$ cat src/rtl/mc_control_unit_hs.sv
// mc_control_unit_hs: multi-cycle RV32I control FSM with imem/dmem
// request/ready handshakes, optional M-extension wait state and trap.
// Ports:
//   clk, reset            clock, synchronous active-high reset
//   instrCode             instruction register contents
//   imem_ready/dmem_ready memory accept/complete
//   md_done               multiply/divide result valid
//   imem_req/dmem_req     memory requests, held until ready
//   irWe                  instruction register load strobe
//   md_start              one-cycle MD start pulse
//   regFileWe, aluSrcMuxSel, dataWe, branch, jal, jalr, PCEn
//   aluControl            ALU operation
//   RFWDSrcMuxSel         write-back source select
//   trap, trap_cause      halted flag and cause (01 illegal, 10 bus)
//   instret               retired-instruction counter
module mc_control_unit_hs #(
    parameter int M_EXT       = 1,
    parameter int MEM_TIMEOUT = 255,
    parameter int INSTRET_W   = 32
) (
    input  logic                 clk,
    input  logic                 reset,
    input  logic [31:0]          instrCode,
    input  logic                 imem_ready,
    input  logic                 dmem_ready,
    input  logic                 md_done,
    output logic                 imem_req,
    output logic                 dmem_req,
    output logic                 irWe,
    output logic                 md_start,
    output logic                 regFileWe,
    output logic                 aluSrcMuxSel,
    output logic                 dataWe,
    output logic                 branch,
    output logic                 jal,
    output logic                 jalr,
    output logic                 PCEn,
    output logic [3:0]           aluControl,
    output logic [2:0]           RFWDSrcMuxSel,
    output logic                 trap,
    output logic [1:0]           trap_cause,
    output logic [INSTRET_W-1:0] instret
);

    localparam int TW = (MEM_TIMEOUT > 0) ? $clog2(MEM_TIMEOUT + 1) : 1;
    localparam logic [TW-1:0] TMAX = TW'(MEM_TIMEOUT);

    localparam logic [6:0] OP_R  = 7'b0110011;
    localparam logic [6:0] OP_I  = 7'b0010011;
    localparam logic [6:0] OP_L  = 7'b0000011;
    localparam logic [6:0] OP_S  = 7'b0100011;
    localparam logic [6:0] OP_B  = 7'b1100011;
    localparam logic [6:0] OP_LU = 7'b0110111;
    localparam logic [6:0] OP_AU = 7'b0010111;
    localparam logic [6:0] OP_J  = 7'b1101111;
    localparam logic [6:0] OP_JL = 7'b1100111;

    typedef enum logic [3:0] {
        FETCH, DECODE, R_EXE, MD_EXE, I_EXE, B_EXE, LU_EXE, AU_EXE,
        J_EXE, JL_EXE, S_EXE, S_MEM, L_EXE, L_MEM, L_WB, TRAP
    } state_t;

    state_t        state, next;
    logic [TW-1:0] tcnt;
    logic [1:0]    cause_q, cause_d;
    logic          md_busy;
    logic          waiting;
    logic          timeout;

    logic [6:0] opcode;
    logic [2:0] funct3;
    logic [6:0] funct7;
    logic [3:0] alu_def;
    logic       unused_bits;

    assign opcode      = instrCode[6:0];
    assign funct3      = instrCode[14:12];
    assign funct7      = instrCode[31:25];
    assign alu_def     = {instrCode[30], funct3};
    assign unused_bits = ^{instrCode[24:15], instrCode[11:7]};

    // A memory wait cycle: a handshake state whose ready is still low.
    always_comb begin
        waiting = 1'b0;
        if (state == FETCH)
            waiting = !imem_ready;
        else if (state == S_MEM || state == L_MEM)
            waiting = !dmem_ready;
    end

    assign timeout = (MEM_TIMEOUT != 0) && (tcnt == TMAX);

    always_ff @(posedge clk) begin
        if (reset) begin
            state   <= FETCH;
            tcnt    <= '0;
            cause_q <= 2'b00;
            md_busy <= 1'b0;
            instret <= '0;
        end else begin
            state <= next;
            if (next != state)
                tcnt <= '0;
            else if (waiting && MEM_TIMEOUT != 0)
                tcnt <= tcnt + 1'b1;
            if (next == TRAP && state != TRAP)
                cause_q <= cause_d;
            // Marks MD_EXE cycles after the first so md_start stays a pulse.
            md_busy <= (state == MD_EXE) && !md_done;
            if (PCEn)
                instret <= instret + 1'b1;
        end
    end

    always_comb begin
        next          = state;
        cause_d       = 2'b00;
        imem_req      = 1'b0;
        dmem_req      = 1'b0;
        irWe          = 1'b0;
        md_start      = 1'b0;
        regFileWe     = 1'b0;
        aluSrcMuxSel  = 1'b0;
        dataWe        = 1'b0;
        branch        = 1'b0;
        jal           = 1'b0;
        jalr          = 1'b0;
        PCEn          = 1'b0;
        aluControl    = 4'b0000;
        RFWDSrcMuxSel = 3'b000;
        trap          = 1'b0;

        unique case (state)
            FETCH: begin
                imem_req = 1'b1;
                if (imem_ready) begin
                    irWe = 1'b1;
                    next = DECODE;
                end else if (timeout) begin
                    next    = TRAP;
                    cause_d = 2'b10;
                end
            end
            DECODE: begin
                cause_d = 2'b01;
                unique case (opcode)
                    OP_R: begin
                        if (funct7 == 7'b0000001)
                            next = (M_EXT != 0) ? MD_EXE : TRAP;
                        else
                            next = R_EXE;
                    end
                    OP_I:    next = I_EXE;
                    OP_L:    next = L_EXE;
                    OP_S:    next = S_EXE;
                    OP_B:    next = B_EXE;
                    OP_LU:   next = LU_EXE;
                    OP_AU:   next = AU_EXE;
                    OP_J:    next = J_EXE;
                    OP_JL:   next = JL_EXE;
                    default: next = TRAP;
                endcase
            end
            R_EXE: begin
                regFileWe  = 1'b1;
                aluControl = alu_def;
                PCEn       = 1'b1;
                next       = FETCH;
            end
            I_EXE: begin
                regFileWe    = 1'b1;
                aluSrcMuxSel = 1'b1;
                // Only SRAI needs bit 30; otherwise it is immediate data.
                aluControl   = (funct3 == 3'b101) ? alu_def : {1'b0, funct3};
                PCEn         = 1'b1;
                next         = FETCH;
            end
            B_EXE: begin
                branch     = 1'b1;
                aluControl = alu_def;
                PCEn       = 1'b1;
                next       = FETCH;
            end
            LU_EXE: begin
                regFileWe     = 1'b1;
                RFWDSrcMuxSel = 3'b010;
                aluControl    = alu_def;
                PCEn          = 1'b1;
                next          = FETCH;
            end
            AU_EXE: begin
                regFileWe     = 1'b1;
                RFWDSrcMuxSel = 3'b011;
                aluControl    = alu_def;
                PCEn          = 1'b1;
                next          = FETCH;
            end
            J_EXE: begin
                regFileWe     = 1'b1;
                RFWDSrcMuxSel = 3'b100;
                jal           = 1'b1;
                aluControl    = alu_def;
                PCEn          = 1'b1;
                next          = FETCH;
            end
            JL_EXE: begin
                regFileWe     = 1'b1;
                RFWDSrcMuxSel = 3'b100;
                jal           = 1'b1;
                jalr          = 1'b1;
                PCEn          = 1'b1;
                next          = FETCH;
            end
            MD_EXE: begin
                md_start      = !md_busy;
                aluControl    = alu_def;
                RFWDSrcMuxSel = 3'b101;
                if (md_done) begin
                    regFileWe = 1'b1;
                    PCEn      = 1'b1;
                    next      = FETCH;
                end
            end
            S_EXE: begin
                aluSrcMuxSel = 1'b1;
                next         = S_MEM;
            end
            S_MEM: begin
                aluSrcMuxSel = 1'b1;
                dmem_req     = 1'b1;
                dataWe       = 1'b1;
                aluControl   = alu_def;
                if (dmem_ready) begin
                    PCEn = 1'b1;
                    next = FETCH;
                end else if (timeout) begin
                    next    = TRAP;
                    cause_d = 2'b10;
                end
            end
            L_EXE: begin
                aluSrcMuxSel  = 1'b1;
                RFWDSrcMuxSel = 3'b001;
                next          = L_MEM;
            end
            L_MEM: begin
                aluSrcMuxSel  = 1'b1;
                RFWDSrcMuxSel = 3'b001;
                dmem_req      = 1'b1;
                aluControl    = alu_def;
                if (dmem_ready) begin
                    next = L_WB;
                end else if (timeout) begin
                    next    = TRAP;
                    cause_d = 2'b10;
                end
            end
            L_WB: begin
                regFileWe     = 1'b1;
                RFWDSrcMuxSel = 3'b001;
                aluControl    = alu_def;
                PCEn          = 1'b1;
                next          = FETCH;
            end
            TRAP: begin
                trap = 1'b1;
            end
            default: next = FETCH;
        endcase
    end

    assign trap_cause = cause_q;

endmodule
$ cat config.mk
export PLATFORM = sky130hd
export DESIGN_NAME = mc_control_unit_hs
export DESIGN_NICKNAME = d
export VERILOG_FILES = /design/src/rtl/mc_control_unit_hs.sv
export SDC_FILE = /design/constraint.sdc
export NUM_CORES = 1
export LEC_CHECK = 0
export ABC_AREA = 1
export BUFFER_PORTS_ARGS = -buffer_cell sky130_fd_sc_hd__buf_2
export CAP_MARGIN = 10
export CORE_MARGIN = 10
export CORE_UTILIZATION = 45
export CTS_CLUSTER_DIAMETER = 200
export CTS_CLUSTER_SIZE = 12
export DETAILED_ROUTE_END_ITERATION = 10
export PLACE_DENSITY = 0.85
export SYNTH_ARGS = -nofsm -noshare
export SYNTH_HDL_FRONTEND = slang
export SYNTH_SLANG_ARGS = --single-unit
export TNS_END_PERCENT = 1
$ cat constraint.sdc
create_clock -name clk -period 1.6 [get_ports clk]
set_input_delay 0.16 -clock clk [delete_from_list [all_inputs] [get_ports clk]]
set_output_delay 0.16 -clock clk [all_outputs]
set_load 0.01 [all_outputs]
==> flow_metrics.tcl, run 1 <==
set metrics [dict create \
    finClkSkew_ns 0.00985 \
    core_area_um2 6910 \
    cts_buffers 5 \
    cts_max_level 2 \
    final_cells 794 \
    slew_violations 0 \
    grt_max_degree 23 \
    die-height_um 105 \
    worst_ir_drop_vdd_uv 598 \
    rsz0062_at_grt "yes" \
    insertion_delay_ns 0.31 \
    hold_path_end "md_busy" \
    dieArea_um2 11000 \
    r2r_start "state[0]" \
    finalHoldViolations 0 \
    grt_pass1_wl_um 18500 \
    drive_gt1_share_pct 39.5 \
    wl_met2_um 6090 \
    initial_utilization_pct 47.0 \
    crit_arrival_ns 1.66 \
    synth_edf_count 0 \
    wl_met1_um 4710 \
    fin_nets 737 \
    drtPass1Iterations 5 \
    drcViolationCount 0 \
    dp.cells 781 \
    fin_util_pct 69.9 \
    vias_per_cell 5.39 \
    drt_iter0_markers 355 \
    regToRegSetupSlack_ns -0.18 \
    violations "setup timing" \
    yosys_warnings 0 \
    r2r_end "tcnt[7]" \
    ys_seq_elements 47 \
    top_layer "met4" \
    clk_pin_slew_ns 0.09 \
    globalRouteOverflowTotal 0 \
    holdPathStages 2 \
    wl_met3_um 819 \
    grt_pass1_vias 4052 \
    fmax_ghz 0.548 \
    track_usage_pct 19.4 \
    cts_tree "built" \
    cts.sinks 47 \
    cp-start-kind "flip-flop" \
    slew_headroom_pct 79.9 \
    avgSynthCellArea_um2 6.11 \
    ys.flop_type "dfxtp_1" \
    p_leak_nw 2.28 \
    holdBufCountCts 0 \
    antenna_found_initial 0 \
    netlist_area_um2 3250 \
    path_max_fanout 5 \
    antenna_left 0 \
    wl_um 11900 \
    max-clock-path-buffers 2 \
    synthCells 532 \
    routedWlPerCell_um 15.0 \
    setup_ws_ns -0.224 \
    root_buffer "clkbuf_8" \
    io_pins 90 \
    post-route-period-util_pct 114 \
    synth_nets 571 \
    maxCapViolations 0 \
    synth.distinct_cells 36 \
    async_flop_share_pct 0 \
    syn_to_final_growth_pct 48.6 \
    reg2reg_depth 12 \
    min_from "md_done" \
    vias 4280 \
    diodes 0 \
    setup.worst_path.class "flip-flop to primary output" \
    fin_crit_ns 1.82 \
    endpoint_kind "primary output" \
    row_count 30 \
    io_buffer_count 74 \
    setup_viol_count_final 47 \
    status "finished with violations" \
    power_density_nw_per_um2 1180 \
    required_ns 1.44 \
    synth-seq-area-share_pct 29.0 \
    place_hpwl_um 8530 \
    worstHoldPathType "primary input to flip-flop" \
    place_ws_ns -0.173 \
    finalWeightedCongestion 0.944 \
    tightest_slew_ns 0.300 \
    chipWidth_um 105 \
]
## metal layers
metal	track usage, %	up-vias
met1	22.2	1985
met2	35.1	215
met4	5.69	0
li1	-	2039
met3	4.24	41
met5	0	-
## power by group
| part | leakage [nW] | switching (mW) | internal, mW |
|---|---|---|---|
| logic | 1.85 | 2.07 | 1.52 |
| clock network | 0.0470 | 0.409 | 0.340 |
| registers | 0.385 | 0.111 | 1.27 |
| total | 2.28 | 2.59 | 3.13 |
## registers in the layout, indices dropped and copies added (netlist names)
| register | count |
|---|---|
| instret | 32 |
| md_busy | 1 |
| state | 4 |
| tcnt | 8 |
| trap_cause | 2 |
## kinds of logic after synthesis
family | share of synthesized area, %
AOI/OAI and AO/OA | 9.55
xor gates and xnor gates | 4.58
adders and majority gates | 0.770
buffers and inverters | 9.13
DFF | 29.0
muxes | 0.693
and+or+nand+nor | 46.3
## area by class of cell
type	instances	area, um^2
Timing Repair Buffer	167	1140
Clock inverter	1	5.00
Inverter	70	273
Clock buffer	6	82.6
Multi-Input combinational cell	407	2250
Tap cell	96	120
Fill cell	539	2080
Sequential cell	47	963
## repair_timing
| item | CTS | global route |
|---|---|---|
| endpoints found under the setup margin | 49 | 53 |
| pin swaps | 10 | 17 |
| buffers inserted | 5 | 1 |
| resized for setup | 38 | 56 |
## worst max path at each step
stage | to | start | slack, ns
floorplan | instret[14] | state[1] | -0.002
global placement | instret[17] | state[3] | -0.12
detailed placement | trap_cause[1] | tcnt[0] | -0.17
CTS | PCEn | state[3] | -0.18
global route | aluControl[3] | state[3] | -0.32
finish | PCEn | state[3] | -0.22
## synth_stat cells (2+ instances only)
cell      number  area [um^2]
nor2_1        75          282
xor2_1        10         87.6
nand3b_1       4         30.0
nor4_1         6         37.5
a31oi_1        3         18.8
dfxtp_1       47          941
inv_2          6         22.5
nand4_1       12         75.1
xnor2_1        7         61.3
nor3_1        26          130
a21oi_1       31          155
nand2_1      146          548
nand2_4        4         45.0
nand3_2        2         20.0
mux2_2         2         22.5
nor2_4         2         22.5
o211ai_1       2         15.0
nand2_2        9         56.3
nor2_2         7         43.8
ha_1           2         25.0
o21ai_1        3         15.0
o21ai_0       14         70.1
clkbuf_1       5         18.8
buf_2          3         15.0
nand3_1       30          150
inv_1         64          240
## cell usage in the layout, fill, tap and decap left out, drive strengths merged, types with 7 or more instances in the layout
cell type / instances
xor2: 10
xnor2: 7
a21oi: 32
o21ai: 18
nor3: 28
dfxtp: 47
nand3: 33
nand2: 159
inv: 70
buf: 167
nand4: 12
nor2: 84
## per-stage QoR
step	cell area [um^2]	hold slack, ns	total power [mW]	TNS, ns
after floorplan	3270	0.239	2.91	-0.00462
after global placement	4380	0.373	4.05	-2.83
after detailed placement	4380	0.391	4.10	-4.09
after CTS	4630	0.0708	5.34	-2.76
after global routing	4830	0.0694	6.03	-10.43
final	4830	0.0759	5.72	-4.87
## critical path: stages, from the launching register on
cell	delay [ns]
dfxtp_4	0.39
inv_4	0.06
nor2_4	0.19
buf_6	0.14
nand2_4	0.04
o21ai_2	0.08
nor2_2	0.07
nand2_4	0.08
buf_6	0.12
buf_8	0.10
buf_6	0.09
Note: power is estimated with default switching activity, not from simulation.
==> inputs of run 2 (changes only) <==
--- a/config.mk
+++ b/config.mk
@@ -7,13 +7,14 @@
 export LEC_CHECK = 0
 export ABC_AREA = 1
 export BUFFER_PORTS_ARGS = -buffer_cell sky130_fd_sc_hd__buf_2
-export CAP_MARGIN = 10
+export CAP_MARGIN = 40
 export CORE_MARGIN = 10
 export CORE_UTILIZATION = 45
 export CTS_CLUSTER_DIAMETER = 200
 export CTS_CLUSTER_SIZE = 12
 export DETAILED_ROUTE_END_ITERATION = 10
 export PLACE_DENSITY = 0.85
+export SKIP_LAST_GASP = 1
 export SYNTH_ARGS = -nofsm -noshare
 export SYNTH_HDL_FRONTEND = slang
 export SYNTH_SLANG_ARGS = --single-unit
==> run 2 against run 1 <==
The run still ends with setup timing left. Sequential share of layout area up 0.67 points. Sequential power is essentially flat. Non-clock buffer count fell by 1. Clock power decreased by 2%. Total power down 5.4%. Count of clock-buffer cells in the layout unchanged. Critical path depth fell by 2. Largest cell class unchanged.
==> flow_metrics.tcl, run 2 (synthesis results as in run 1) <==
set metrics [dict create \
    syn_to_final_growth_pct 43.2 \
    status "finished with violations" \
    holdBufCountCts 0 \
    core_area_um2 6910 \
    setup_ws_ns -0.179 \
    drcViolationCount 0 \
    initial_utilization_pct 47.0 \
    drtPass1Iterations 5 \
    finalInstanceArea_um2 4650 \
    top_register "instret" \
    io_buffer_count 74 \
    drive_gt1_share_pct 35.4 \
    drt_iter0_markers 295 \
    p_clk_share_pct 13.5 \
    crit_arrival_ns 1.62 \
    routedWlPerCell_um 13.8 \
    violations "setup timing" \
    max-clock-path-buffers 2 \
    post-route-period-util_pct 111 \
    track_usage_pct 19.1 \
    p_sw_share_pct 44.8 \
    tightest_slew_ns 0.387 \
    endpoint_kind "primary output" \
    io_pins 90 \
    root_buffer "clkbuf_8" \
    vias_per_cell 5.19 \
    dieArea_um2 11000 \
    power_mw 5.41 \
    final_common_cell "nand2_1" \
    finClkSkew_ns 0.00539 \
    reg_top3 "instret x32, tcnt x8, state x4" \
    insertion_delay_ns 0.30 \
    die-height_um 105 \
    fmax_ghz 0.562 \
    worstHoldPathType "primary input to flip-flop" \
    postPlaceCellArea_um2 4380 \
    setup_viol_count_final 46 \
    combPwrFrac_pct 60.9 \
    antenna_found_initial 0 \
    path_max_fanout 5 \
    cts_max_level 2 \
    fin_nets 736 \
    required_ns 1.44 \
    antenna_left 0 \
    grt_pass1_wl_um 18300 \
    setup.worst_path.class "flip-flop to primary output" \
    cp-start-kind "flip-flop" \
    maxCapViolations 0 \
    cts_tree "built" \
    largest_register_ffs 32 \
    globalRouteOverflowTotal 0 \
    fin_util_pct 67.4 \
    worst_ir_drop_vdd_uv 585 \
    vias 4117 \
    row_count 30 \
    p_switching_mw 2.42 \
    finalWeightedCongestion 0.944 \
    finalHoldViolations 0 \
    p_seq_share_pct 25.5 \
    final_cells 793 \
    layout_common_cells "nand2_1 (138), buf_4 (89), buf_2 (73), nor2_1 (66), inv_1 (63)" \
    cts.sinks 47 \
    p_leak_nw 2.25 \
    fin_crit_ns 1.78 \
    place_hpwl_um 8530 \
    grt_pass1_vias 3990 \
    cts_buffers 5 \
    chipWidth_um 105 \
    power_density_nw_per_um2 1160 \
    slew_headroom_pct 74.0 \
    wl_um 11000 \
    grt_max_degree 23 \
    diodes 0 \
    dp.cells 781 \
    slew_violations 0 \
    rsz0062_at_grt "yes" \
    clk_pin_slew_ns 0.09 \
    internal_power_mw 2.99 \
]
## run 2: changes by cell type in the layout (fill, tap and decap cells not counted), moves of 4 or more
cell,change
buf_4,+5
buf_6,-7
nand2_1,+4
nor4_1,+4
nor4_2,-4
o21ai_0,+9
o21ai_2,-6
## run 2: per-stage QoR
stage / setup slack, ns / setup TNS [ns] / hold WS [ns]
finish: -0.179 / -4.49 / 0.0862
global route: -0.295 / -10.79 / 0.0709
CTS: -0.181 / -5.66 / 0.0708
detailed placement: -0.173 / -4.09 / 0.391
global placement: -0.121 / -2.83 / 0.373
floorplan: -0.00250 / -0.00462 / 0.239
## run 2: worst max-delay path, stage by stage, from the launching register on
cell and delay, ns:
dfxtp_4 0.39, inv_4 0.06, nor2_4 0.17, o21ai_2 0.11
nor2_2 0.16, nand2_4 0.08, buf_6 0.13, buf_8 0.11
buf_6 0.11
## run 2: final cells by class
class,count,area (um^2)
Clock buffer,6,82.6
Clock inverter,1,5.00
Fill cell,593,2250
Inverter,70,268
Multi-Input combinational cell,407,2130
Sequential cell,47,960
Tap cell,96,120
Timing Repair Buffer,166,1090
## run 2: worst paths after layout
path	cells past startpoint	endpoint	start	slack, ns
worst min register to register	2	instret[31]	instret[31]	0.50
worst max-delay path	8	PCEn	state[3]	-0.18
worst min-delay path	2	md_busy	md_done	0.09
worst max register to register	9	tcnt[7]	state[0]	-0.14
## run 2: repair_timing
action / 4_1_cts / 5_1_grt
endpoints found under the setup margin: 49 / 53
pin swaps: 5 / 8
cloned: 0 / 0
setup buffers: 5 / 0
resized for setup: 16 / 25
## run 2: metal layers
metal,track usage [%],vias to the layer above,share of wire [%]
met5,0,-,0
met4,4.41,0,1.3
met3,3.93,23,6.5
met2,34.4,182,52
met1,22.4,1878,41
li1,-,2034,-
## run 2: power groups by stage
| stage | Sequential, mW | Combinational, mW | Clock [mW] |
|---|---|---|---|
| 6_report | 1.38 | 3.30 | 0.733 |
| 5_1_grt | 1.39 | 3.55 | 0.805 |
| 4_1_cts | 1.36 | 3.10 | 0.745 |
| 3_5_place_dp | 1.37 | 2.73 | 0 |
| 3_3_place_gp | 1.37 | 2.69 | 0 |
| 2_1_floorplan | 1.37 | 1.54 | 0 |
==> inputs of run 3 (changes only) <==
--- a/config.mk
+++ b/config.mk
@@ -13,7 +13,7 @@
 export CTS_CLUSTER_DIAMETER = 200
 export CTS_CLUSTER_SIZE = 12
 export DETAILED_ROUTE_END_ITERATION = 10
-export PLACE_DENSITY = 0.85
+export PLACE_DENSITY = 0.74
 export SKIP_LAST_GASP = 1
 export SYNTH_ARGS = -nofsm -noshare
 export SYNTH_HDL_FRONTEND = slang
==> run 3 against run 2 <==
The flow still finishes with violations (setup timing). Flip-flop and latch count stayed put. Wire length increased by 5.8%. Clock power fell by 2%. Global-route usage fell by 1.1 points. Core utilization up 3.8 points. Worst setup slack lost 0.066 ns. Total power increased by 6.5%. Sequential power barely moved. First-iteration DRC count grew 41%. Critical endpoint is now instret[5]. Largest power group unchanged.
==> flow_metrics.tcl, run 3 (synthesis results as in run 1) <==
set metrics [dict create \
    routedWlPerCell_um 14.5 \
    core_area_um2 6910 \
    root_buffer "clkbuf_8" \
    vias 4209 \
    drcViolationCount 0 \
    vias_per_cell 5.27 \
    io_pins 90 \
    rsz0062_at_grt "yes" \
    track_usage_pct 18.0 \
    row_count 30 \
    wl_um 11600 \
    layout_common_cells "nand2_1 (130), buf_4 (91), buf_2 (73), inv_1 (61), nor2_1 (59)" \
    place_hpwl_um 8200 \
    antenna_found_initial 0 \
    initial_utilization_pct 47.0 \
    tightest_slew_ns 0.368 \
    fin_crit_ns 1.85 \
    final_common_cell "nand2_1" \
    endpoint_kind "flip-flop" \
    cts_tree "built" \
    cts_max_level 2 \
    cts_buffers 5 \
    path_max_fanout 8 \
    required_ns 1.83 \
    setup.worst_path.class "flip-flop to flip-flop" \
    insertion_delay_ns 0.30 \
    largest_register_ffs 32 \
    finalWeightedCongestion 0.965 \
    grt_pass1_vias 3735 \
    max-clock-path-buffers 2 \
    reg_top3 "instret x32, tcnt x8, state x4" \
    globalRouteOverflowTotal 0 \
    place_ws_ns -0.200 \
    power_density_nw_per_um2 1170 \
    die-height_um 105 \
    dieArea_um2 11000 \
    diodes 0 \
    fin_util_pct 71.2 \
    slew_violations 0 \
    cts.sinks 47 \
    status "finished with violations" \
    io_buffer_count 74 \
    maxCapViolations 0 \
    finalHoldViolations 0 \
    finalInstanceArea_um2 4920 \
    fin_nets 741 \
    p_leak_nw 2.41 \
    finClkSkew_ns 0.00807 \
    drtPass1Iterations 5 \
    worstHoldPathType "primary input to flip-flop" \
    tns_ns -6.82 \
    syn_to_final_growth_pct 51.3 \
    drive_gt1_share_pct 40.4 \
    grt_max_degree 23 \
    chipWidth_um 105 \
    fmax_ghz 0.542 \
    crit_arrival_ns 2.08 \
    setup_ws_ns -0.245 \
    violations "setup timing" \
    cp-start-kind "flip-flop" \
    antenna_left 0 \
    slew_headroom_pct 75.3 \
    grt_pass1_wl_um 17200 \
    setup_viol_count_final 47 \
    postPlaceCellArea_um2 4370 \
    worst_ir_drop_vdd_uv 669 \
    clk_pin_slew_ns 0.09 \
    post-route-period-util_pct 115 \
    drt_iter0_markers 417 \
    top_register "instret" \
]
[run 3: changes by cell type in the layout (fill, tap and decap cells not counted), moves of 3 or more]
cell,change
nor3_2,+4
nor2_1,-7
dfxtp_2,+4
nand2_1,-8
buf_6,+3
nand2_4,+9
dfxtp_1,-4
nor3_1,-5
nor2_4,+8
[run 3: per-layer routing]
layer / track usage [%] / share of wire [%] / vias up
met5: 0 / 0 / -
met4: 3.92 / 2.9 / 0
met3: 3.38 / 6.4 / 37
met2: 30.9 / 49 / 161
met1: 22.6 / 42 / 1959
li1: - / - / 2052
[run 3: critical path, stage by stage, from the launching register on]
cell     delay, ns
dfxtp_4       0.41
nor2_4        0.22
buf_6         0.14
o21ai_4       0.05
nor2_2        0.17
nand2_4       0.12
buf_4         0.17
buf_4         0.16
nand2_1       0.12
o21ai_0       0.10
nor2_1        0.11
[run 3: report_power, final]
group / internal, mW / switching (mW)
Clock: 0.308 / 0.412
Combinational: 1.46 / 2.16
Sequential: 1.27 / 0.144
[run 3: final timing paths]
path / startpoint / to / slack [ns] / cells past startpoint
setup / recovery: state[2] / instret[5] / -0.25 / 10
hold / removal: md_done / md_busy / 0.08 / 2
setup reg to reg: state[2] / instret[5] / -0.25 / 10
hold reg to reg: trap_cause[0] / trap_cause[0] / 0.49 / 2
[run 3: timing repair]
action / in CTS / in global routing
hold buffers: 0 / 0
resized for setup: 24 / 78
pin swaps: 5 / 33
endpoints found under the setup margin: 45 / 55
setup buffers: 5 / 8
[run 3: area by class of cell]
class                   count  area, um^2
repair buffers            171        1140
multi-input cells         407        2340
inverters                  70         273
clock inverters             1        5.00
well taps                  96         120
flip-flops and latches     47         965
fillers                   575        1990
clock buffers               7        76.3
[run 3: stage by stage]
| stage | hold slack [ns] | std cells | power (mW) |
|---|---|---|---|
| 6_report | 0.0784 | 799 | 5.76 |
| 3_3_place_gp | 0.365 | 778 | 4.05 |
| 3_5_place_dp | 0.374 | 778 | 4.08 |
| 4_1_cts | 0.0541 | 791 | 5.00 |
| 2_1_floorplan | 0.239 | 532 | 2.91 |
| 5_1_grt | 0.0925 | 799 | 6.05 |
